`src/rtl/bsg_cache_nb_pkg.sv`:
```
// Shared definitions for the bsg_cache_nb initiator bench.
//
// Packet layout, MSB to LSB:
//   src_id [src_id_width]  tag stamped by the initiator, echoed by the cache
//   opcode [6]             bsg_cache_nb_opcode_e
//   addr   [addr_width]
//   data   [data_width]    store data
//   mask   [data_width/8]  byte enables
// src_id sits on top so it can be replaced without touching the payload.
package bsg_cache_nb_pkg;

  localparam int unsigned bsg_cache_nb_opcode_width_gp = 6;

  typedef enum logic [5:0] {
    LB     = 6'h00,
    LH     = 6'h01,
    LW     = 6'h02,
    LD     = 6'h03,
    LBU    = 6'h04,
    LHU    = 6'h05,
    LWU    = 6'h06,
    LDU    = 6'h07,
    SB     = 6'h08,
    SH     = 6'h09,
    SW     = 6'h0A,
    SD     = 6'h0B,
    TAGST  = 6'h10,
    TAGFL  = 6'h11,
    TAGLV  = 6'h12,
    TAGLA  = 6'h13,
    AFL    = 6'h18,
    AFLINV = 6'h19,
    AINV   = 6'h1A
  } bsg_cache_nb_opcode_e;

  // Trace driver control states.
  typedef enum logic [1:0] {
    IDLE,
    RUN,
    DRAIN,
    DONE
  } bsg_cache_nb_drv_state_e;

  // Total packet width for a given configuration.
  function automatic int unsigned bsg_cache_nb_pkt_width(
    input int unsigned addr_width,
    input int unsigned data_width,
    input int unsigned src_id_width
  );
    return src_id_width + bsg_cache_nb_opcode_width_gp
         + addr_width + data_width + data_width / 8;
  endfunction

endpackage

```
`src/rtl/bsg_priority_encode.sv`:
```
// Priority encoder.
//
// Ports:
//   i       request vector
//   addr_o  index of the winning set bit (0 when none set)
//   v_o     any bit of i is set
//
// lo_to_hi_p = 1 gives the lowest set bit priority, 0 the highest.
module bsg_priority_encode #(
  parameter int unsigned width_p    = 8,
  parameter bit          lo_to_hi_p = 1'b1,
  localparam int unsigned addr_width_lp = (width_p > 1) ? $clog2(width_p) : 1
) (
  input  logic [width_p-1:0]       i,
  output logic [addr_width_lp-1:0] addr_o,
  output logic                     v_o
);

  // Scan so that the preferred end is visited last and wins.
  always_comb begin
    addr_o = '0;
    for (int unsigned k = 0; k < width_p; k++) begin
      if (lo_to_hi_p) begin
        if (i[width_p-1-k]) addr_o = addr_width_lp'(width_p - 1 - k);
      end else begin
        if (i[k]) addr_o = addr_width_lp'(k);
      end
    end
  end

  assign v_o = |i;

endmodule

```
`src/rtl/bsg_cache_nb_trace_driver.sv`:
```
// Initiator side of the non-blocking cache interface.
//
// Takes request packets from a trace source, stamps each with a free,
// nonzero src_id, and issues them to the cache through a one-entry output
// register. Responses are retired by src_id. done_o rises once the trace is
// exhausted and every outstanding id has come back.
//
// Ports:
//   clk_i, reset_i  clock, synchronous active-high reset
//   trace_pkt_i     request packet from trace (its src_id field is ignored)
//   trace_v_i       trace packet valid
//   trace_done_i    trace exhausted (level)
//   trace_yumi_o    trace packet consumed this cycle
//   cache_pkt_o     stamped packet to cache
//   v_o             cache_pkt_o valid
//   yumi_i          cache accepts cache_pkt_o
//   v_i             response valid
//   src_id_i        response id
//   data_i          response data (consumed by the checker, not here)
//   yumi_o          response consumed (always equals v_i)
//   outstanding_o   number of ids in flight, including the one held in the
//                   output register
//   done_o          trace finished and all responses returned
//   error_o         sticky: response with id 0 or with an id not in flight
module bsg_cache_nb_trace_driver
  import bsg_cache_nb_pkg::*;
#(
  parameter int unsigned addr_width_p      = 32,
  parameter int unsigned data_width_p      = 32,
  parameter int unsigned src_id_width_p    = 3,
  parameter int unsigned max_outstanding_p = (1 << src_id_width_p) - 1,
  localparam int unsigned cache_pkt_width_lp =
    bsg_cache_nb_pkt_width(addr_width_p, data_width_p, src_id_width_p)
) (
  input  logic                          clk_i,
  input  logic                          reset_i,

  input  logic [cache_pkt_width_lp-1:0] trace_pkt_i,
  input  logic                          trace_v_i,
  input  logic                          trace_done_i,
  output logic                          trace_yumi_o,

  output logic [cache_pkt_width_lp-1:0] cache_pkt_o,
  output logic                          v_o,
  input  logic                          yumi_i,

  input  logic                          v_i,
  input  logic [src_id_width_p-1:0]     src_id_i,
  input  logic [data_width_p-1:0]       data_i,
  output logic                          yumi_o,

  output logic [src_id_width_p:0]       outstanding_o,
  output logic                          done_o,
  output logic                          error_o
);

  localparam int unsigned num_ids_lp       = 1 << src_id_width_p;
  localparam int unsigned payload_width_lp = cache_pkt_width_lp - src_id_width_p;
  localparam logic [src_id_width_p:0] max_out_lp = (src_id_width_p + 1)'(max_outstanding_p);
  localparam logic [src_id_width_p:0] one_lp     = (src_id_width_p + 1)'(1);

  // Registered state.
  bsg_cache_nb_drv_state_e         state_r, state_n;
  logic [num_ids_lp-1:0]           free_r, free_n;
  logic [src_id_width_p:0]         outstanding_r, outstanding_n;
  logic                            full_r;
  logic [payload_width_lp-1:0]     payload_r;
  logic [src_id_width_p-1:0]       id_r;
  logic                            error_r;

  // Id selection.
  logic [num_ids_lp-1:0]           free_cand;
  logic [src_id_width_p-1:0]       alloc_id;
  logic                            alloc_v;

  logic                            accept_state;
  logic                            room;
  logic                            trace_yumi;
  logic                            issue;
  logic                            resp_hit;
  logic                            resp_err;

  // The incoming src_id field is overwritten and response data is checked
  // elsewhere.
  logic unused_inputs;
  assign unused_inputs = ^{data_i, trace_pkt_i[cache_pkt_width_lp-1 -: src_id_width_p]};

  // Id 0 is reserved, so it is never offered to the encoder. The encoder
  // reads the registered vector: an id freed this cycle is only eligible
  // from the next cycle on.
  assign free_cand = {free_r[num_ids_lp-1:1], 1'b0};

  bsg_priority_encode #(
    .width_p   (num_ids_lp),
    .lo_to_hi_p(1'b1)
  ) alloc_enc (
    .i     (free_cand),
    .addr_o(alloc_id),
    .v_o   (alloc_v)
  );

  assign accept_state = (state_r == IDLE) || (state_r == RUN);
  assign room         = (outstanding_r < max_out_lp);
  assign issue        = full_r & yumi_i;

  // The register may be refilled in the same cycle it is drained.
  assign trace_yumi = ~reset_i & accept_state & trace_v_i & alloc_v & room
                    & (~full_r | yumi_i);

  // A hit needs an in-flight id, so it can never equal the id being
  // allocated in the same cycle.
  assign resp_hit = v_i & (src_id_i != '0) & ~free_r[src_id_i];
  assign resp_err = v_i & ~resp_hit;

  always_comb begin
    free_n = free_r;
    if (trace_yumi) free_n[alloc_id] = 1'b0;
    if (resp_hit)   free_n[src_id_i] = 1'b1;
  end

  always_comb begin
    outstanding_n = outstanding_r;
    if (trace_yumi && !resp_hit) begin
      outstanding_n = outstanding_r + one_lp;
    end else if (!trace_yumi && resp_hit) begin
      outstanding_n = outstanding_r - one_lp;
    end
  end

  // DRAIN looks at the post-update count so a final response moves the
  // FSM to DONE in the cycle it arrives.
  always_comb begin
    state_n = state_r;
    unique case (state_r)
      IDLE:  state_n = RUN;
      RUN:   if (trace_done_i && !trace_v_i && !full_r) state_n = DRAIN;
      DRAIN: if (outstanding_n == '0) state_n = DONE;
      DONE:  state_n = DONE;
      default: state_n = IDLE;
    endcase
  end

  always_ff @(posedge clk_i) begin
    if (reset_i) begin
      state_r       <= IDLE;
      free_r        <= {{(num_ids_lp-1){1'b1}}, 1'b0};
      outstanding_r <= '0;
      full_r        <= 1'b0;
      payload_r     <= '0;
      id_r          <= '0;
      error_r       <= 1'b0;
    end else begin
      state_r       <= state_n;
      free_r        <= free_n;
      outstanding_r <= outstanding_n;
      if (resp_err) error_r <= 1'b1;
      if (trace_yumi) begin
        full_r    <= 1'b1;
        payload_r <= trace_pkt_i[payload_width_lp-1:0];
        id_r      <= alloc_id;
      end else if (issue) begin
        full_r <= 1'b0;
      end
    end
  end

  assign trace_yumi_o  = trace_yumi;
  assign cache_pkt_o   = {id_r, payload_r};
  assign v_o           = full_r;
  assign yumi_o        = v_i;
  assign outstanding_o = outstanding_r;
  assign done_o        = (state_r == DONE);
  assign error_o       = error_r;

endmodule

```
`config.mk`:
```
export PLATFORM = sky130hd
export DESIGN_NAME = bsg_cache_nb_trace_driver
export DESIGN_NICKNAME = d
export VERILOG_FILES = /design/src/rtl/bsg_cache_nb_pkg.sv /design/src/rtl/bsg_priority_encode.sv /design/src/rtl/bsg_cache_nb_trace_driver.sv
export SDC_FILE = /design/constraint.sdc
export NUM_CORES = 1
export LEC_CHECK = 0
export BUFFER_PORTS_ARGS = -buffer_cell sky130_fd_sc_hd__clkbuf_2
export CAP_MARGIN = 25
export CORE_ASPECT_RATIO = 0.75
export CORE_MARGIN = 3
export CORE_UTILIZATION = 49
export CTS_BUF_LIST = sky130_fd_sc_hd__clkbuf_8
export DETAILED_ROUTE_END_ITERATION = 16
export PLACE_DENSITY = 0.88
export SETUP_SLACK_MARGIN = 0.02
export SLEW_MARGIN = 5
export SYNTH_ARGS = -nofsm -noshare
export SYNTH_HDL_FRONTEND = slang
export SYNTH_HIERARCHICAL = 1
export SYNTH_SLANG_ARGS = --single-unit
```
`constraint.sdc`:
```
create_clock -name clk_i -period 3.8 [get_ports clk_i]
set_clock_uncertainty 0.1 [all_clocks]
set_input_delay 0.19 -clock clk_i [delete_from_list [all_inputs] [get_ports clk_i]]
set_output_delay 0.19 -clock clk_i [all_outputs]
set_load 0.02 [all_outputs]
```
==> metrics.md, run 1 <==
| Metric | Value |
|---|---|
| Status | complete, no violations |
| Largest net degree at the start of global routing | 88 |
| Starting density of the core | 51.4% |
| Clock power frac | 31.1% |
| Cell count after synthesis | 445 |
| Total Nets Final | 793 |
| Slew @ Worst Pin | 0.941 ns |
| Final slew viol count | 0 |
| Switching power total | 0.645 mW |
| Combinational power share | 20.4% |
| Clk_lat worst skew | 0.35 ns |
| PortBufs | 168 |
| Leakage | 2.38 nW |
| Worst vdd rail ir drop | 0.279 mV |
| Routability congestion estimate from global placement | 0.854 |
| Global-route wire length before repair | 18900 um |
| Worst-path fanout max | 56 |
| HP Class | in2reg |
| Post-synth EDFFs | 0 |
| Critical Path End Type | output pin |
| Detailed Route WL | 11700 um |
| Synthesized area per cell | 7.96 sq um |
| Root buffer cell | clkbuf_8 |
| Synth Cell Area | 0.00354 sq mm |
| Net Sw Frac | 29.4% |
| Sink count of the clock tree | 92 |
| Power Density | 407 mW/mm^2 |
| Vias after detailed routing | 4042 |
| Clock-pin slew on the worst setup and hold paths | 0.08 ns |
| Number of global-route vias before repair | 3890 |
| Cell variety after synth | 45 |
| Avg WL per Cell | 15.1 um |
| Final min period | 3.30 ns |
| DP Wirelength | 6410 um |
| CTS Hold Buffers Added | 75 |
| Clk buf depth | 2 |
| Cts bufs inserted | 9 |
| Critical Path AT | 3.01 ns |
| Area contributors post-synth | dfxtp_1, nand2_1, a21oi_1, clkbuf_1, o41ai_1 |
| Drt initial violations | 352 |
| Initial antenna violation count | 0 |
| DRT Pass-1 Iters | 5 |
| Core area | 0.00690 sq mm |
| FP Rows | 26 |
| Worst setup SP type | flop |
| Global Route Usage Sum | 28.0% |
| Fmax | 303 MHz |
| CP Data Required Time | 3.51 ns |
| Sequential area share after synthesis | 52.0% |
| Yosys warns | 6 |
| Crit Path Category | reg2out |
| Register share of total power | 48.5% |
| # diodes | 0 |
| Number of H-tree levels | 3 |
| Final Hold Vio Count | 0 |
| I/O pin count | 204 |
| Asr flop ratio synth | 0% |
| Layout area overhead | 52.2% |
| Full die area | 0.00830 sq mm |
| Post_cts resized | 0 |
| # setup viols final | 0 |
| Leading area contributor after synthesis | dfxtp_1 |
| Setup TNS | 0 ns |
| Post-CTS setup buffer count | 0 |
| Die Y | 79.6 um |
| Pint | 1.55 mW |
| Share of the synthesized area in the top cell type | 52.0% |
| Slew HR | 36.4% |
| Layout cells sized above 1 | 28.8% |
| Max cap viols | 0 |
| Antenna-violating nets left | 0 |
| Yosys reg bits | 92 |
| Total gr overflow | 0 |
| Total power | 2.20 mW |
| Die X | 104 um |
| Final period util | 86.9% |
| RSZ-0062 raised after global routing | no |
| CTS tree | done |
| Vias per inst | 5.21 |
| Most used flip-flop cell after synthesis | dfxtp_1 |
| Drt drc | 0 |
[Yosys cell counts, types with 2 or more instances]
cell type / instances
dfxtp_1: 92
nand2b_1: 3
nand3_1: 4
o21ai_0: 2
and3_1: 2
inv_1: 7
a21oi_1: 85
a211oi_1: 3
nand2_1: 160
ha_1: 2
nor2_1: 8
o41ai_1: 5
clkbuf_1: 24
and2_1: 3
o31a_1: 2
buf_1: 4
nor2b_1: 3
nand4_1: 4
o311ai_1: 4
o21ai_1: 3
[power groups by stage]
stage / Sequential [mW] / Combinational, mW / Clock [mW]
3_3_place_gp: 1.08 / 0.367 / 0
6_report: 1.06 / 0.449 / 0.682
5_1_grt: 1.07 / 0.491 / 0.739
3_5_place_dp: 1.08 / 0.375 / 0
2_1_floorplan: 1.14 / 0.173 / 0
4_1_cts: 1.06 / 0.437 / 0.695
[critical path, stage by stage, from the launching register on]
cell and delay [ns]:
dfxtp_1 0.41, ha_1 0.26, a211oi_1 0.43, nand4_4 0.43, inv_2 0.55, buf_12 0.29, clkbuf_2 0.23
[metal layers]
layer	up-vias	GRT usage, %	share of wire, %
met5	-	0	0
met4	0	7.57	1.3
met3	16	9.46	9.4
met2	210	47.8	48
met1	1886	34.1	41
li1	1930	-	-
[kinds of logic after synthesis]
kind of cell	synth area share, %
AOI/OAI and AO/OA	17.3
adders and majority gates	0.706
other	0.106
muxes	1.24
xor gates and xnor gates	0.494
DFF	52.0
and+or+nand+nor	23.7
buffers and inverters	4.48
[state kept, by name (all words and copies together), names as in the netlist]
name / count
outstanding_o: 4
payload_r: 74
error_o: 1
state_r: 2
id_r: 3
v_o: 1
free_r: 7
[path summary, 6_finish.rpt]
check | cells past startpoint | slack [ns] | to | start
worst min-delay path | 3 | 0.04 | v_o | trace_v_i
worst min register to register | 2 | 0.36 | payload_r[4] | payload_r[4]
worst max-delay path | 6 | 0.50 | trace_yumi_o | outstanding_o[0]
worst max register to register | 9 | 0.73 | state_r[0] | outstanding_o[0]
[layout make-up]
cell class / instances / area, sq um
well taps: 98 / 123
fillers: 443 / 1510
repair buffers: 246 / 1630
clock buffers: 11 / 151
inverters: 8 / 30.0
clock inverters: 5 / 60.1
multi-input cells: 316 / 1560
flip-flops and latches: 92 / 1840
[placed cells by master, fill, tap and decap left out, types with 2 or more instances in the layout]
cell type      Yosys  final
nand2b_1           3      3
clkbuf_2           0    168
o41ai_1            5      5
clkbuf_8           0     11
o21ai_0            2      2
nand2_1          160    160
dfxtp_1           92     92
nor2_1             8      8
nor2b_1            3      3
inv_1              7      7
a211oi_1           3      3
clkinv_4           0      2
a21oi_1           85     85
ha_1               2      2
and3_1             2      2
nand4_1            4      4
o311ai_1           4      4
and2_1             3      3
dlygate4sd3_1      0     75
buf_4              1      2
conb_1             1      3
nand3_1            4      4
o31a_1             2      2
o21ai_1            3      3
[through the flow]
stage	util, %	cell area (sq um)	hold WS (ns)	worst slack, ns	std cells
2_1_floorplan	-	3550	0.223	1.47	447
3_3_place_gp	64.2	4430	0.312	0.831	685
3_5_place_dp	64.2	4430	0.317	0.725	685
4_1_cts	78.2	5390	0.0249	0.514	776
5_1_grt	78.2	5390	0.0418	0.325	776
6_report	78.2	5390	0.0368	0.497	776
Note: power is estimated with default switching activity, not from simulation.
==> run 2, diff against run 1 <==
Settings changed: CTS_CLUSTER_SIZE set to 30, SYNTH_HIERARCHICAL 1 to not set.
==> run 2 against run 1 <==
Global-route usage is 1.1 points higher. Via count is 0.17% higher. Synthesized area is 0.74% lower. First-iteration DRC count is 21% lower. Combinational power is 9.1% lower. Setup slack better by 0.28 ns. Largest cell class unchanged. Largest power group unchanged. Highest routed layer unchanged.
==> metrics.md, run 2 <==
| Metric | Value |
|---|---|
| Worst Hold Depth | 3 (unchanged) |
| Combinational power share | 18.4% (-2.0 points) |
| Cell variety after synth | 41 (-8.9%) |
| Vias after detailed routing | 4049 (+0.17%) |
| CTS Hold Buffers Added | 73 (-2.7%) |
| Layout Cells excl Fill | 771 (-0.64%) |
| Most frequent cell after synthesis | nand2_1 |
| Initial antenna violation count | 0 (unchanged) |
| Most used flip-flop cell after synthesis | dfxtp_1 |
| Most flops, register | payload_r |
| Synthesized area per cell | 7.94 sq um (-0.29%) |
| Global-route wire length before repair | 19600 um (+3.3%) |
| Layout cells sized above 1 | 28.5% (-0.23 points) |
| Number of flip-flops in the largest register | 74 (unchanged) |
| HP Class | in2reg |
| Die X | 104 um (-0.35%) |
| Cell count after synthesis | 443 (-0.45%) |
| Pint | 1.62 mW (+4.2%) |
| Power Density | 415 mW/mm^2 (+1.9%) |
| Placed inst area | 0.00437 sq mm (-1.4%) |
| Register share of total power | 47.7% (-0.8 points) |
| # setup viols final | 0 (unchanged) |
| Critical Path End Type | flop |
| Antenna-violating nets left | 0 (unchanged) |
| Synth cell count leaders | nand2_1, dfxtp_1, a21oi_1 |
| Clock power frac | 33.9% (+2.8 points) |
| Sequential area share after synthesis | 52.4% (+0.39 points) |
| Syn Nets | 563 |
| Final period util | 79.6% (-7.4 points) |
| Die Y | 79.4 um (-0.35%) |
| DRT Pass-1 Iters | 7 (+2) |
| Clk_lat worst skew | 0.34 ns (about the same) |
| Drt drc | 0 (unchanged) |
| Core area | 0.00690 sq mm (unchanged) |
| Post-synth EDFFs | 0 (unchanged) |
| Max cap viols | 0 (unchanged) |
| PortBufs | 168 (unchanged) |
| Total Nets Final | 789 (-0.50%) |
| Area contributors post-synth | dfxtp_1, nand2_1, a21oi_1, clkbuf_1, nor2_1 |
| # diodes | 0 (unchanged) |
| Dpl cells | 682 (-0.44%) |
| Share of the synthesized area in the top cell type | 52.4% (+0.39 points) |
| Yosys reg bits | 92 (unchanged) |
| Final Hold Vio Count | 0 (unchanged) |
| Routability congestion estimate from global placement | 0.880 (+3.0%) |
| Asr flop ratio synth | 0% (unchanged) |
| Total gr overflow | 0 (unchanged) |
| Sink count of the clock tree | 92 (unchanged) |
| Cell depth of the worst flop-to-flop path | 7 (-2) |
| Leading cell type in the layout, fill and taps excluded | clkbuf_2 |
| Leading area contributor after synthesis | dfxtp_1 |
| Cell Chain, Critical Path | nor4b_2 -> and3_1 -> nand2_4 -> inv_2 -> buf_4 -> nand2_1 -> a21oi_1 |
| Clock-pin slew on the worst setup and hold paths | 0.08 ns (about the same) |
| Root buffer cell | clkbuf_8 |
| Crit Path Category | reg2reg |
| DP Wirelength | 6680 um (+4.3%) |
| Vias per inst | 5.25 (+0.82%) |
| Final min period | 3.02 ns (-0.280 ns) |
| Yosys warns | 0 (-6) |
| Final slew viol count | 0 (unchanged) |
| Layout area overhead | 51.8% |
| Number of H-tree levels | 3 (unchanged) |
| Worst-path fanout max | 44 (-21%) |
| Slew @ Worst Pin | 0.922 ns (-0.0194 ns) |
| Post-route cell area | 0.00534 sq mm (-0.97%) |
| Net Sw Frac | 27.0% (-2.3 points) |
| Fmax | 331 MHz (+9.3%) |
| Most frequent cells in the layout | clkbuf_2, nand2_1, dfxtp_1 |
| CP Data Required Time | 3.95 ns (+0.44 ns) |
| Detailed Route WL | 12100 um (+3.7%) |
| Switching power total | 0.599 mW (-7.1%) |
| Critical Path AT | 3.18 ns (+0.17 ns) |
| Worst vdd rail ir drop | 0.319 mV (+14%) |
| Leakage | 2.36 nW (-0.60%) |
| Full die area | 0.00824 sq mm (-0.69%) |
| Synth Cell Area | 0.00352 sq mm (-0.74%) |
| RSZ-0062 raised after global routing | no |
| Slowest CP cell | inv_2 |
| Setup TNS | 0 ns (unchanged) |
| Avg WL per Cell | 15.7 um (+4.3%) |
| FP Rows | 26 (unchanged) |
| Total power | 2.22 mW (+0.88%) |
| Status | complete, no violations |
| Starting density of the core | 51.0% (-0.38 points) |
| Cts bufs inserted | 9 (unchanged) |
| Worst setup SP type | flop |
| Post_cts resized | 0 (unchanged) |
| Fillers | 451 (+1.8%) |
| CTS tree | done |
| Drt initial violations | 278 (-21%) |
| Critical Path Max Stage Delay | 0.60 ns (+0.05 ns) |
| Global Route Usage Sum | 29.1% (+1.1 points) |
| Post-CTS setup buffer count | 0 (unchanged) |
| I/O pin count | 204 (unchanged) |
| Clk buf depth | 2 (unchanged) |
| Number of global-route vias before repair | 4002 (+2.9%) |
| Largest net degree at the start of global routing | 93 (+5.7%) |
| Slew HR | 38.5% (+2.1 points) |
run 2: worst paths after layout:
kind	start	endpoint	slack, ns
setup / recovery	state_r[1]	payload_r[0]	0.78
hold / removal	v_i	error_o	0.05
setup reg to reg	state_r[1]	payload_r[0]	0.78
hold reg to reg	payload_r[70]	payload_r[70]	0.36
run 2: power by group through the flow:
stage / Sequential [mW] / Clock (mW) / Combinational, mW
floorplan: 1.13 / 0 / 0.150
global placement: 1.07 / 0 / 0.324
detailed placement: 1.07 / 0 / 0.334
CTS: 1.05 / 0.765 / 0.394
global route: 1.06 / 0.811 / 0.444
finish: 1.06 / 0.751 / 0.408
run 2: critical path, delay by kind of cell (launching register included):
family	cells	cell delay, ns
and+or+nand+nor	4	1.19
DFF	1	0.35
AOI/OAI and AO/OA	1	0.17
buffers and inverters	2	1.10
run 2: per-stage QoR:
step	hold WS (ns)	setup WS, ns	utilization [%]
final	0.0492	0.777	77.4
after global routing	0.0489	0.541	77.4
after CTS	0.00649	0.835	77.3
after detailed placement	0.320	0.858	63.3
after global placement	0.312	0.987	63.3
after floorplan	0.220	1.73	-
run 2: cell families (layout without fill, tap and decap cells):
group	Yosys count	count (layout)	share of synthesized area, %
compound gates	100	100	15.7
xor+xnor	3	3	0.747
fa+ha+maj	2	2	0.711
buf+inv	37	267	4.59
flops	92	92	52.4
mux	3	3	1.25
simple gates	206	206	24.6
run 2: cell type report:
class                           count  area, sq um  area share [%]
Timing Repair Buffer              245         1600            30.0
Clock buffer                        9          124            2.32
Sequential cell                    92         1840            34.5
Multi-Input combinational cell    314         1510            28.4
Inverter                            7         26.3           0.492
Clock inverter                      6          106            1.99
Tap cell                           98          123            2.30
run 2: routing by layer:
metal	up-vias	global-route usage, %	wire length, um
met5	-	0	0
met4	0	9.03	308
met3	31	8.57	1020
met2	223	51.8	5960
met1	1874	34.2	4820
li1	1921	-	-
